--- config.mk ---
export PLATFORM = sky130hd
export DESIGN_NAME = chess_clock_ctrl
export DESIGN_NICKNAME = d
export VERILOG_FILES = /design/src/rtl/chess_clock_ctrl.sv
export SDC_FILE = /design/constraint.sdc
export NUM_CORES = 1
export LEC_CHECK = 0
export BUFFER_PORTS_ARGS = -buffer_cell sky130_fd_sc_hd__buf_2
export CAP_MARGIN = 20
export CORE_ASPECT_RATIO = 1.75
export CORE_UTILIZATION = 50
export DETAILED_ROUTE_END_ITERATION = 10
export GPL_ROUTABILITY_DRIVEN = 1
export HOLD_SLACK_MARGIN = 0.12
export PLACE_DENSITY = 0.68
export SKIP_CTS_REPAIR_TIMING = 1
export SYNTH_ARGS = -nofsm -noshare
export SYNTH_HDL_FRONTEND = slang
export SYNTH_SLANG_ARGS = --single-unit
--- constraint.sdc ---
create_clock -name clk -period 4.8 [get_ports clk]
set_input_delay 0.72 -clock clk [delete_from_list [all_inputs] [get_ports clk]]
set_output_delay 0.72 -clock clk [all_outputs]
set_load 0.005 [all_outputs]
--- src/rtl/chess_clock_ctrl.sv ---
// chess_clock_ctrl -- N-player chess clock core.
//   One shared 1 s prescaler, N min:sec down-counters (one lane per player),
//   and a turn/run FSM with Fischer increment, pause/resume and flag-fall.
// Ports:
//   clk, reset_n       clock (rising edge), async active-low reset
//   load               preset all timers to time_min:00, return to IDLE
//   time_min           initial minutes (sampled on load)
//   inc_sec            Fischer increment seconds (sampled on move, clamped to 59)
//   start/pause/move   1-cycle control pulses
//   active             player whose clock runs
//   min_bus/sec_bus    per-player minutes/seconds, player i at [i*W +: W]
//   running/timeout    state == RUN / state == FLAG
//   loser              player whose flag fell (valid while timeout)

// One player's min:sec timer. A same-cycle tick and increment are applied
// in that order: the increment is added to the decremented value.
module chess_clock_lane #(
    parameter int MIN_W = 6
) (
    input  logic             clk,
    input  logic             reset_n,
    input  logic             ld,
    input  logic [MIN_W-1:0] ld_min,
    input  logic             dec,
    input  logic             add,
    input  logic [5:0]       inc,
    output logic [MIN_W-1:0] tmin,
    output logic [5:0]       tsec,
    output logic             dz
);
    localparam logic [MIN_W-1:0] MAXM  = {MIN_W{1'b1}};
    localparam logic [MIN_W-1:0] M_ONE = MIN_W'(1);

    logic [MIN_W-1:0] dmin, amin;
    logic [5:0]       dsec, asec;
    logic [6:0]       ssum;

    always_comb begin
        dmin = tmin;
        dsec = tsec;
        // 0:00 never decrements; the FSM flags before that can matter
        if (dec && (tmin != '0 || tsec != '0)) begin
            if (tsec != 6'd0) begin
                dsec = tsec - 6'd1;
            end else begin
                dmin = tmin - M_ONE;
                dsec = 6'd59;
            end
        end
        // dz reflects the post-tick value, so it also covers "already 0:00"
        dz   = (dmin == '0) && (dsec == 6'd0);
        ssum = {1'b0, dsec} + {1'b0, inc};
        amin = dmin;
        asec = ssum[5:0];
        if (ssum >= 7'd60) begin
            if (dmin == MAXM) begin
                amin = MAXM;
                asec = 6'd59;
            end else begin
                amin = dmin + M_ONE;
                asec = 6'(ssum - 7'd60);
            end
        end
    end

    always_ff @(posedge clk or negedge reset_n) begin
        if (!reset_n) begin
            tmin <= '0;
            tsec <= '0;
        end else if (ld) begin
            tmin <= ld_min;
            tsec <= '0;
        end else if (add) begin
            tmin <= amin;
            tsec <= asec;
        end else if (dec) begin
            tmin <= dmin;
            tsec <= dsec;
        end
    end
endmodule

module chess_clock_ctrl #(
    parameter int N_PLAYERS = 2,
    parameter int TICK_DIV  = 100_000_000,
    parameter int MIN_W     = 6,
    localparam int PW       = (N_PLAYERS > 1) ? $clog2(N_PLAYERS) : 1
) (
    input  logic                      clk,
    input  logic                      reset_n,
    input  logic                      load,
    input  logic [MIN_W-1:0]          time_min,
    input  logic [5:0]                inc_sec,
    input  logic                      start,
    input  logic                      pause,
    input  logic                      move,
    output logic [PW-1:0]             active,
    output logic [N_PLAYERS*MIN_W-1:0] min_bus,
    output logic [N_PLAYERS*6-1:0]    sec_bus,
    output logic                      running,
    output logic                      timeout,
    output logic [PW-1:0]             loser
);
    localparam int CW = (TICK_DIV > 1) ? $clog2(TICK_DIV) : 1;
    localparam logic [CW-1:0] TC_LAST = CW'(TICK_DIV - 1);

    typedef enum logic [1:0] {IDLE, RUN, PAUSED, FLAG} state_t;

    state_t  state;
    logic [CW-1:0] pcnt;

    logic [N_PLAYERS-1:0][MIN_W-1:0] min_arr;
    logic [N_PLAYERS-1:0][5:0]       sec_arr;
    logic [N_PLAYERS-1:0]            dz, dec_en, add_en;

    logic [5:0]    inc_c;
    logic          tick, run_tick, expire, mv_ok;
    logic [PW-1:0] nxt_active;

    assign inc_c    = (inc_sec > 6'd59) ? 6'd59 : inc_sec;
    assign tick     = (state == RUN) && (pcnt == TC_LAST);
    // pause (and load) suppress the tick; the prescaler then holds at its
    // last count and fires on the first RUN cycle after resume
    assign run_tick = tick && !pause && !load;
    assign expire   = (state == RUN) && !pause && dz[active];
    // a move that coincides with flag-fall is dropped
    assign mv_ok    = (state == RUN) && move && !pause && !load && !expire;
    assign nxt_active = (active == PW'(N_PLAYERS - 1)) ? '0 : active + PW'(1);

    assign min_bus = min_arr;
    assign sec_bus = sec_arr;

    for (genvar i = 0; i < N_PLAYERS; i++) begin : g_lane
        assign dec_en[i] = run_tick && (active == PW'(i));
        assign add_en[i] = mv_ok && (active == PW'(i));
        chess_clock_lane #(.MIN_W(MIN_W)) u_lane (
            .clk    (clk),
            .reset_n(reset_n),
            .ld     (load),
            .ld_min (time_min),
            .dec    (dec_en[i]),
            .add    (add_en[i]),
            .inc    (inc_c),
            .tmin   (min_arr[i]),
            .tsec   (sec_arr[i]),
            .dz     (dz[i])
        );
    end

    always_ff @(posedge clk or negedge reset_n) begin
        if (!reset_n) begin
            state   <= IDLE;
            pcnt    <= '0;
            active  <= '0;
            loser   <= '0;
            running <= 1'b0;
            timeout <= 1'b0;
        end else if (load) begin
            state   <= IDLE;
            pcnt    <= '0;
            active  <= '0;
            loser   <= '0;
            running <= 1'b0;
            timeout <= 1'b0;
        end else begin
            case (state)
                IDLE, PAUSED: begin
                    if (start) begin
                        state   <= RUN;
                        running <= 1'b1;
                    end
                end
                RUN: begin
                    if (pause) begin
                        state   <= PAUSED;
                        running <= 1'b0;
                    end else if (expire) begin
                        state   <= FLAG;
                        running <= 1'b0;
                        timeout <= 1'b1;
                        loser   <= active;
                    end else if (mv_ok) begin
                        active <= nxt_active;
                        pcnt   <= '0;
                    end else begin
                        pcnt <= tick ? '0 : pcnt + CW'(1);
                    end
                end
                FLAG: begin
                end
                default: state <= IDLE;
            endcase
        end
    end
endmodule

==> results by group <==
Min path
  • HP Class: reg2reg

Setup path
  • Worst EP required: 5000 ps
  • CP top delay family: simple AND/OR/NAND/NOR gates
  • Most used cell, CP: nand2_1
  • WP data arrival: 4780 ps
  • Worst path bufs/invs: 1
  • Crit path capture type: flop
  • Critical path, cell by cell: nor4b_1 -> and4_1 -> nand2_1 -> or4_1 -> nand2_1 -> o21ai_0 -> inv_1 -> ha_1 -> nand2_1 -> nor2_1 -> o211ai_1 -> or4_1 -> and3_1 -> a31oi_1 -> o31ai_1
  • Critical path type: reg2reg
  • CP max stage delay: 680 ps
  • Worst-path fanout max: 14
  • Critical-path top delay cell: or4_1
  • Type of origin of the critical path: flop

Global route
  • Initial antenna violation count: 0
  • First-pass GRT wire length: 28.08 mm
  • Largest net degree at the start of global routing: 58
  • GRT overflow: 0
  • GRT Util Overall: 32.37%
  • Number of global-route vias before repair: 5821

STA
  • Tcrit/Tclk final: 95.50%
  • RSZ-0062 raised after global routing: false
  • Final setup TNS: 0 ps
  • Worst slew pin tran: 767.1 ps
  • Slew margin rel.: 48.19%
  • Clock Skew: 9.065 ps
  • Hold slack: 512.1 ps
  • Final worst path period need: 4584 ps
  • Max Slew Vio Count: 0
  • Final setup margin: 216.0 ps
  • Final setup fails: 0
  • Fmax: 0.2182 GHz
  • Hold Vio Cnt, Final: 0

Place
  • Placed wire-length estimate: 13.02 mm
  • I/O Buffers: 45
  • GPL Wtd Cong: 0.9201
  • Setup WS pre-CTS: -81.55 ps

Synth
  • Mapped cell area: 5379 sq um
  • Predominant post-synthesis flop cell: dfrtp_1
  • Synthesized flop and latch total: 57
  • Syn. warnings: 0
  • Post-synthesis cell type count: 71
  • Syn Inst Count: 681
  • Mapped Avg Cell Area: 7.899 sq um
  • Asr flop ratio synth: 100.0%
  • Seq/Total Area, Yosys: 26.52%
  • Post-synth EDFFs: 0
  • Post-synth net total: 723

Routing
  • Iter 0 DRT Violations: 537
  • Detailed-route via count: 5819
  • Pre-antenna DRT Iters: 5
  • Antenna Nets Post-Route: 0
  • # DRC: 0
  • DR WL/cell: 19.61 um
  • DR vias/cell: 6.628
  • Final WL: 17.22 mm

Layout
  • Layout cell share with drive strength beyond 1: 16.91%
  • Register area: 1426 sq um
  • Synth-to-Final Area Change: 17.91%
  • # diodes: 0
  • Fillers: 912
  • Most used cells in the layout excluding fill and tap cells: nor2_1 (72), dfrtp_1 (57), nand2_1 (47)
  • Layout Nets: 789
  • Most common cell after layout, fill and taps aside: nor2_1
  • Multi-input combinational cell area: 3760 sq um

Clocking
  • CTS Root Cell: clkbuf_16
  • CTS tree: done
  • Clk buf depth: 2
  • Clock sinks: 57
  • Clock latency on the worst-skew pair: 330 ps
  • CTS Buf Count: 9
  • H-tree depth: 3
  • Clock-pin slew on the worst setup and hold paths: 60 ps

Floorplanning
  • Die height: 139.2 um
  • Core area: 10360 sq um
  • Chip Width: 80.41 um
  • Initial core utilization: 51.91%
  • Cell Rows: 49
  • I/O pins: 46
  • Total die area: 11190 sq um

Power
  • Pwr Density: 234.4 nW/um^2
  • Worst VDD drop: 253.7 uV
  • Pwr Total: 1487 uW
  • Leakage: 0.002757 uW

Outcome
  • Run status: completed

Flow run
  • Max-Cap Viols: 0
worst paths after layout:
kind                           from                  endpoint  slack, ps  cells past startpoint
max                        pcnt[11]  g_lane[1].u_lane.tmin[5]        220                     15
max in group asynchronous   reset_n                   running       3760                      2
min in group asynchronous   reset_n  g_lane[1].u_lane.tmin[0]        540                      2
min reg2reg                 timeout                   timeout        510                      2
min                         timeout                   timeout        510                      2
max reg2reg                pcnt[11]  g_lane[1].u_lane.tmin[5]        220                     15
kinds of logic after synthesis:
logic type	synth area share (%)
xor+xnor	4.722
mux	2.466
buf+inv	4.373
flops	26.52
simple gates	32.40
compound gates	23.56
fa+ha+maj	5.955
Yosys cell counts (4+ instances only):
library cell / instances / area share (%)
clkbuf_1: 27 / 1.9
nand4b_1: 5 / 0.81
nor4b_1: 7 / 1.1
nand2_1: 47 / 3.3
nor3b_1: 11 / 1.5
nor4_1: 10 / 1.2
o41ai_1: 6 / 0.98
a21oi_1: 23 / 2.1
a31oi_1: 13 / 1.5
a22o_1: 6 / 0.98
mux2i_1: 11 / 2.0
ha_1: 24 / 5.6
o31a_1: 4 / 0.65
o21bai_1: 6 / 0.84
buf_2: 5 / 0.47
nor2_1: 72 / 5.0
nor3_1: 32 / 3.0
o31ai_1: 10 / 1.4
xnor2_1: 19 / 3.1
o21ai_0: 40 / 3.7
nand2b_1: 13 / 1.5
inv_1: 23 / 1.6
o21a_1: 5 / 0.70
dfrtp_1: 57 / 27
a21o_1: 8 / 1.1
xor2_1: 10 / 1.6
and4_1: 4 / 0.65
o211ai_1: 7 / 0.98
or4_1: 6 / 0.84
nor2b_1: 5 / 0.58
a21boi_0: 6 / 0.84
nand4_1: 23 / 2.7
or2_2: 4 / 0.47
nand3_1: 23 / 2.1
a211oi_1: 8 / 1.1
and2_1: 14 / 1.6
and3_1: 19 / 2.2
or3_1: 10 / 1.2
tightest hold or removal path: cells and delay by family (launching register included):
family           cells  cell delay, ps
flip-flops           1             350
AND/OR/NAND/NOR      2             130
area by class of cell:
class,count,share of cell area [%]
multi-input cells,565,59.28
flip-flops and latches,57,22.49
repair buffers,91,9.390
clock buffers,13,4.419
well taps,127,2.505
inverters,23,1.361
clock inverters,2,0.5524
routing by layer:
metal / part of all wire (%) / track usage [%]
met3: 4.6 / 4.934
met5: 0 / 0
met4: 7.1 / 23.03
met2: 51 / 56.16
met1: 37 / 34.50
power breakdown:
group	switching [uW]	leakage, uW	internal (uW)
Sequential	22.4	0.000771	495
Combinational	164	0.00183	117
Clock	234	0.000158	454
sequential cells by signal, summed over array words and instances (netlist names):
| signal | flops |
|---|---|
| g_lane.u_lane.tmin | 12 |
| pcnt | 27 |
| state | 2 |
| g_lane.u_lane.tsec | 12 |
| running | 1 |
| loser | 1 |
| timeout | 1 |
| active | 1 |
per-stage QoR:
step,utilization [%],cell area (sq um),instances
final,61.21,6342,878
after global routing,61.21,6342,878
after CTS,61.13,6334,878
after detailed placement,58.08,6018,863
after global placement,58.08,6018,863
after floorplan,-,5429,681
(Power assumes the default switching activity.)
